## config.mk

```make
export PLATFORM = sky130hd
export DESIGN_NAME = serial_add_ctrl
export DESIGN_NICKNAME = d
export VERILOG_FILES = /design/src/rtl/serial_add_ctrl.sv
export SDC_FILE = /design/constraint.sdc
export NUM_CORES = 1
export LEC_CHECK = 0
export BUFFER_PORTS_ARGS = -buffer_cell sky130_fd_sc_hd__buf_2
export CORE_ASPECT_RATIO = 0.7
export CORE_MARGIN = 10
export CORE_UTILIZATION = 46
export DETAILED_ROUTE_END_ITERATION = 8
export GPL_TIMING_DRIVEN = 0
export PLACE_DENSITY = 0.78
export SYNTH_ARGS = -nofsm -noshare
export SYNTH_HDL_FRONTEND = slang
export SYNTH_SLANG_ARGS = --single-unit
```

## constraint.sdc

```tcl
create_clock -name clk -period 1.55 [get_ports clk]
set_clock_uncertainty 0.2 [all_clocks]
set_input_delay 0.3875 -clock clk [delete_from_list [all_inputs] [get_ports clk]]
set_output_delay 0.3875 -clock clk [all_outputs]
set_load 0.01 [all_outputs]
```

## src/rtl/serial_add_ctrl.sv

```systemverilog
// Bit-serial add/subtract sequencer driving one external 1-bit full adder.
// Operands are shifted LSB-first, the carry lives in a register, and sum bits are collected into result.
module serial_add_ctrl #(
  parameter int unsigned WIDTH = 4,
  parameter int unsigned CNT_W = 3
) (
  input  logic             clk,
  input  logic             rst_n,
  input  logic             start,
  input  logic             sub,
  input  logic [WIDTH-1:0] op_a,
  input  logic [WIDTH-1:0] op_b,
  output logic             fa_a,
  output logic             fa_b,
  output logic             fa_cin,
  input  logic             fa_sum,
  input  logic             fa_cout,
  output logic             busy,
  output logic             done,
  output logic [WIDTH-1:0] result,
  output logic             carry_out,
  output logic             overflow
);

  localparam logic [CNT_W-1:0] LAST_BIT = CNT_W'(WIDTH - 1);

  typedef enum logic [1:0] {
    IDLE = 2'd0,
    RUN  = 2'd1,
    DONE = 2'd2
  } state_t;

  state_t           state;
  logic [WIDTH-1:0] a_sh;
  logic [WIDTH-1:0] b_sh;
  logic             c;
  logic [CNT_W-1:0] cnt;

  // Adder operands come straight from the shift registers; busy mirrors state==RUN.
  assign fa_a   = busy & a_sh[0];
  assign fa_b   = busy & b_sh[0];
  assign fa_cin = busy & c;

  always_ff @(posedge clk or negedge rst_n) begin
    if (!rst_n) begin
      state     <= IDLE;
      busy      <= 1'b0;
      done      <= 1'b0;
      result    <= '0;
      carry_out <= 1'b0;
      overflow  <= 1'b0;
      a_sh      <= '0;
      b_sh      <= '0;
      c         <= 1'b0;
      cnt       <= '0;
    end else begin
      done <= 1'b0;
      case (state)
        IDLE: begin
          if (start) begin
            // Subtraction is A + ~B + 1: invert B and seed the carry with 1.
            a_sh  <= op_a;
            b_sh  <= sub ? ~op_b : op_b;
            c     <= sub;
            cnt   <= '0;
            busy  <= 1'b1;
            state <= RUN;
          end
        end
        RUN: begin
          result <= {fa_sum, result[WIDTH-1:1]};
          a_sh   <= a_sh >> 1;
          b_sh   <= b_sh >> 1;
          c      <= fa_cout;
          if (cnt == LAST_BIT) begin
            // MSB step: carry in vs carry out of the top bit gives signed overflow.
            carry_out <= fa_cout;
            overflow  <= fa_cin ^ fa_cout;
            cnt       <= '0;
            busy      <= 1'b0;
            done      <= 1'b1;
            state     <= DONE;
          end else begin
            cnt <= cnt + 1'b1;
          end
        end
        DONE: begin
          state <= IDLE;
        end
        default: begin
          busy  <= 1'b0;
          state <= IDLE;
        end
      endcase
    end
  end

endmodule

```

==> impl_table.tex <==
\begin{tabular}{lr}
\hline
Metric & Value \\
\hline
\multicolumn{2}{l}{\textbf{Floorplanning}} \\
\quad Std-Cell Rows & 14 \\
\quad Floorplan die height & 59.2 microns \\
\quad Io pins & 25 \\
\quad Area enclosed by the die boundary & 4490 sq um \\
\quad Floorplan core area & 2120 sq um \\
\quad Starting utilization of the core area & 0.475 \\
\quad Die width & 75.9 microns \\
\multicolumn{2}{l}{\textbf{Yosys}} \\
\quad Synth Cell Area & 1010 sq um \\
\quad Area fraction in and, or, nand and nor cells after synthesis & 0.188 \\
\quad Share of synthesized cell area in full adder, half adder and majority cells & 0.0124 \\
\quad Compound-cell area share of the yosys netlist & 0.157 \\
\quad Area share of the largest cell type after synthesis & 0.547 \\
\quad Yosys top cell by area & sky130\_fd\_sc\_hd\_\_dfrtp\_1 \\
\quad Leading cell types by total area after synthesis & sky130\_fd\_sc\_hd\_\_dfrtp\_1 (55\%), sky130\_fd\_sc\_hd\_\_nand2\_1 (7.5\%), sky130\_fd\_sc\_hd\_\_a221o\_1 (3.0\%) \\
\quad Syn Area/Cell & 10.5 sq um \\
\quad Total of flip-flops plus latches after synthesis & 22 \\
\quad Number of warnings reported in the yosys synthesis log & 0 \\
\quad Sequential-to-total area share from yosys stat & 0.547 \\
\quad Distinct cell type count of the synthesized netlist & 30 \\
\quad Synthesized net count & 111 \\
\quad Main combinational cell family by area after synthesis & simple AND/OR/NAND/NOR gates \\
\quad Xor-xnor portion of the synthesized cell area & 0.0435 \\
\quad Proportion of synthesized area in mux cells & 0.0112 \\
\quad Cell count after synthesis & 96 \\
\multicolumn{2}{l}{\textbf{Setup path}} \\
\quad Kind of start point of the critical path & flop \\
\quad Worst r2r path cells & 3 \\
\quad Beginning of the critical path & busy\$\_DFFE\_PN0P\_ \\
\quad Startpoint of the most critical register-to-register path & cnt[0]\$\_DFFE\_PN0P\_ \\
\quad Count of buffering cells on the critical path with inverters included & 1 \\
\quad Slowest CP cell & sky130\_fd\_sc\_hd\_\_dfrtp\_2 \\
\quad Reg-to-reg setup timing slack & 50 ps \\
\quad Sort of element at the end of the critical path & output pin \\
\quad Gate family responsible for the most delay along the worst path & flip-flops \\
\quad Highest net fanout along the worst path & 5 \\
\quad Worst-path cell chain & and2\_4, buf\_6 \\
\quad Class of the most critical setup path & reg2out \\
\quad Required time at the worst-slack endpoint & 960 ps \\
\quad Arrival @ worst endpoint & 1040 ps \\
\quad Crit path to & fa\_b \\
\quad Worst path depth & 2 \\
\quad Critical path's largest stage delay & 460 ps \\
\quad Terminus of the critical flop-to-flop path & carry\_out\$\_DFFE\_PN0P\_ \\
\multicolumn{2}{l}{\textbf{Global routing}} \\
\quad All-Layer GR Usage & 0.104 \\
\quad Vias in the first global route & 778 \\
\quad Global-route wire length before repair & 3.77 mm \\
\quad Antenna violations before repair & 0 \\
\quad Maximum number of pins on one net before global-route repair & 23 \\
\quad Remaining global-route overflow & 0 \\
\multicolumn{2}{l}{\textbf{Power and ir drop}} \\
\quad Static Leakage & 0.638 nW \\
\quad Peak supply drop & 0.890 mV \\
\quad Clock power share & 0.181 \\
\quad Switching power share of the total & 0.353 \\
\quad Overall power & 2.47 mW \\
\quad Sequential power share & 0.393 \\
\quad Power Internal & 1.60 mW \\
\quad Pwr per Cell Area & 1920 nW/um\^{}2 \\
\quad Net switching power of the design & 872 uW \\
\quad Relative contribution of combinational cells to total power & 0.426 \\
\multicolumn{2}{l}{\textbf{STA}} \\
\quad Number of max-slew violations in the final report & 0 \\
\quad Tcrit/Tclk final & 1.05 \\
\quad Final hold violation count & 0 \\
\quad Setup TNS & -216 ps \\
\quad Setup Viol. Count Final & 3 \\
\quad Maximum frequency from static timing analysis & 613 MHz \\
\quad RSZ-0062 raised after global routing & yes \\
\quad Worst hold slack & 62.0 ps \\
\quad Slew at the pin closest to its max-slew limit & 486 ps \\
\quad Min setup slack post-route & -80.3 ps \\
\quad Worst slew slack as a fraction of its limit & 0.676 \\
\quad Crit path time final & 1630 ps \\
\multicolumn{2}{l}{\textbf{Finish}} \\
\quad Post-layout nets & 143 \\
\quad Total inserted antenna cells & 0 \\
\quad Fraction of layout cells with a size suffix above 1 & 0.339 \\
\quad Total non-filler cell area in the finished layout & 1290 sq um \\
\quad Area of combinational cells with multiple inputs & 434 sq um \\
\quad Share of the core filled with cells & 0.607 \\
\quad Area delta synth->final & 27.8\% \\
\quad Total area of sequential cells & 552 sq um \\
\quad Fill cell total of the finished layout & 185 \\
\multicolumn{2}{l}{\textbf{Status}} \\
\quad Run status & finished, violations left \\
\quad Violations in the final reports & negative setup slack \\
\multicolumn{2}{l}{\textbf{Clock network}} \\
\quad Clock Sink Count & 22 \\
\quad H-tree depth reported by CTS & 1 \\
\quad Clock latency on the worst-skew pair & 320 ps \\
\quad CTS clock-pin slew for the worst setup and hold paths & 110 ps \\
\quad Cell chosen for the clock root & sky130\_fd\_sc\_hd\_\_clkbuf\_4 \\
\quad Clock buffer count from CTS & 3 \\
\quad CTS tree & built \\
\quad Maximum number of buffers from clock root to sink & 2 \\
\multicolumn{2}{l}{\textbf{Routing}} \\
\quad Wire per inst & 14.8 microns \\
\quad Initial drt markers & 62 \\
\quad Avg Vias per Cell & 5.16 \\
\quad Detailed-route DRC error count & 0 \\
\quad Detailed-routing iteration count for the pre-antenna-repair pass & 4 \\
\quad Routed wire length & 2.35 mm \\
\quad Post-route ant nets & 0 \\
\quad Detailed-route via count & 821 \\
\multicolumn{2}{l}{\textbf{Place}} \\
\quad GP Congestion & 0.732 \\
\quad Instance area at placement & 1160 sq um \\
\quad Number of buffers added on ports & 23 \\
\quad Final HPWL DP & 1.75 mm \\
\multicolumn{2}{l}{\textbf{Run}} \\
\quad Maximum Capacitance Violations & 0 \\
\multicolumn{2}{l}{\textbf{Worst hold path}} \\
\quad HP Class & in2reg \\
\quad Number of cells on the worst hold path & 3 \\
\hline
\end{tabular}
## through the flow
step                std cells  setup WS (ps)
finish                    159          -80.3
global route              159           -122
CTS                       157          -96.9
detailed placement        151          -11.7
global placement          151           14.0
floorplan                  96           90.9
## worst min-delay path by stage
stage / startpoint / end / slack [ps]
6_report: fa_sum / result[3]$_DFFE_PN0N_ / 60
5_1_grt: fa_sum / result[3]$_DFFE_PN0N_ / 60
4_1_cts: fa_sum / result[3]$_DFFE_PN0N_ / 50
3_5_place_dp: rst_n / b_sh[2]$_DFFE_PN0P_ / 180
3_3_place_gp: rst_n / b_sh[2]$_DFFE_PN0P_ / 170
2_1_floorplan: rst_n / a_sh[0]$_DFFE_PN0P_ / -110
## metal layers
layer	vias up	routed length [microns]	GRT usage
met5	-	0	0
met4	0	13	0.0242
met3	2	174	0.0485
met2	28	1140	0.170
met1	398	1020	0.121
li1	393	-	-
## synth_stat cells
master and n:
sky130_fd_sc_hd__dfrtp_1 22, sky130_fd_sc_hd__nand2_1 20, sky130_fd_sc_hd__o21ai_0 5, sky130_fd_sc_hd__a21oi_1 4
sky130_fd_sc_hd__a221o_1 3, sky130_fd_sc_hd__a22oi_1 3, sky130_fd_sc_hd__and2_1 3, sky130_fd_sc_hd__and3b_1 3
sky130_fd_sc_hd__buf_2 3, sky130_fd_sc_hd__inv_1 3, sky130_fd_sc_hd__nand2b_1 3, sky130_fd_sc_hd__xor2_1 3
sky130_fd_sc_hd__nor2_1 2, sky130_fd_sc_hd__nor2b_1 2, sky130_fd_sc_hd__xnor2_1 2, sky130_fd_sc_hd__a22o_1 1
sky130_fd_sc_hd__a2bb2oi_1 1, sky130_fd_sc_hd__a31oi_1 1, sky130_fd_sc_hd__a32o_1 1, sky130_fd_sc_hd__and4bb_1 1
sky130_fd_sc_hd__and4bb_2 1, sky130_fd_sc_hd__buf_6 1, sky130_fd_sc_hd__clkbuf_2 1, sky130_fd_sc_hd__ha_1 1
sky130_fd_sc_hd__mux2_2 1, sky130_fd_sc_hd__nor3_1 1, sky130_fd_sc_hd__o21a_1 1, sky130_fd_sc_hd__o21ai_1 1
sky130_fd_sc_hd__o21bai_1 1, sky130_fd_sc_hd__o22ai_1 1
## power groups by stage
stage                     registers [mW]  clock network, mW  logic (mW)
after floorplan                    0.976                  0       0.579
after global placement             0.951                  0       0.869
after detailed placement           0.971                  0       0.914
after CTS                          0.958              0.454       0.973
after global routing                1.00              0.475        1.17
final                              0.972              0.447        1.05
## area by class of cell
cell class	instances	area share
clock inverter	1	0.0233
tap	32	0.0311
multi-input combinational	66	0.337
buffer	5	0.0243
clock buffer	3	0.0175
timing repair buffer	27	0.129
inverter	3	0.00875
sequential	22	0.429
## worst min-delay path: cells and delay by family
kind          cells  cell delay (ps)
simple gates      2               80
buf+inv           1               70
## what timing repair did
| item | in CTS | in global routing |
|---|---|---|
| gates resized for setup | 4 | 6 |
| endpoints found under the setup margin | 4 | 5 |
| hold buffers | 1 | 0 |
| endpoints found under the hold margin | 22 | 0 |
| pin swaps | 1 | 1 |
| buffers inserted | 1 | 2 |
## state kept, by name, indices dropped and copies added, names as in the netlist, 2 cells and up
| name | count |
|---|---|
| b_sh | 4 |
| state | 2 |
| cnt | 3 |
| result | 4 |
| a_sh | 4 |
## logic make-up (layout without fill, tap and decap cells)
kind of cell / Yosys count / in the layout
AO/OA/AOI/OAI: 23 / 23
XOR/XNOR: 5 / 5
multiplexers: 1 / 1
AND/OR/NAND/NOR: 36 / 36
buffers and inverters: 8 / 39
adder cells (fa/ha/maj): 1 / 1
flip-flops: 22 / 22
## placed cells by master, fill, tap and decap left out
cell,n
sky130_fd_sc_hd__nand2_1,20
sky130_fd_sc_hd__and2_4,3
sky130_fd_sc_hd__o21bai_1,1
sky130_fd_sc_hd__o21ai_0,5
sky130_fd_sc_hd__nor2_1,2
sky130_fd_sc_hd__dlygate4sd3_1,1
sky130_fd_sc_hd__mux2_2,1
sky130_fd_sc_hd__o21a_1,1
sky130_fd_sc_hd__and4bb_2,2
sky130_fd_sc_hd__buf_6,4
sky130_fd_sc_hd__xnor2_1,2
sky130_fd_sc_hd__ha_4,1
sky130_fd_sc_hd__buf_2,23
sky130_fd_sc_hd__buf_4,3
sky130_fd_sc_hd__bufinv_16,1
sky130_fd_sc_hd__inv_1,3
sky130_fd_sc_hd__nor3_1,1
sky130_fd_sc_hd__a21oi_1,4
sky130_fd_sc_hd__a2bb2oi_1,1
sky130_fd_sc_hd__a221o_1,3
sky130_fd_sc_hd__a32o_1,1
sky130_fd_sc_hd__dfrtp_1,21
sky130_fd_sc_hd__clkbuf_4,3
sky130_fd_sc_hd__nand2b_1,3
sky130_fd_sc_hd__a22o_1,1
sky130_fd_sc_hd__a22oi_1,3
sky130_fd_sc_hd__o22ai_1,1
sky130_fd_sc_hd__o21ai_1,1
sky130_fd_sc_hd__xor2_1,3
sky130_fd_sc_hd__a31oi_1,1
sky130_fd_sc_hd__and3b_1,3
sky130_fd_sc_hd__nor2b_1,2
sky130_fd_sc_hd__clkbuf_2,1
sky130_fd_sc_hd__dfrtp_2,1
No activity file was read; power rests on OpenSTA's default activity.
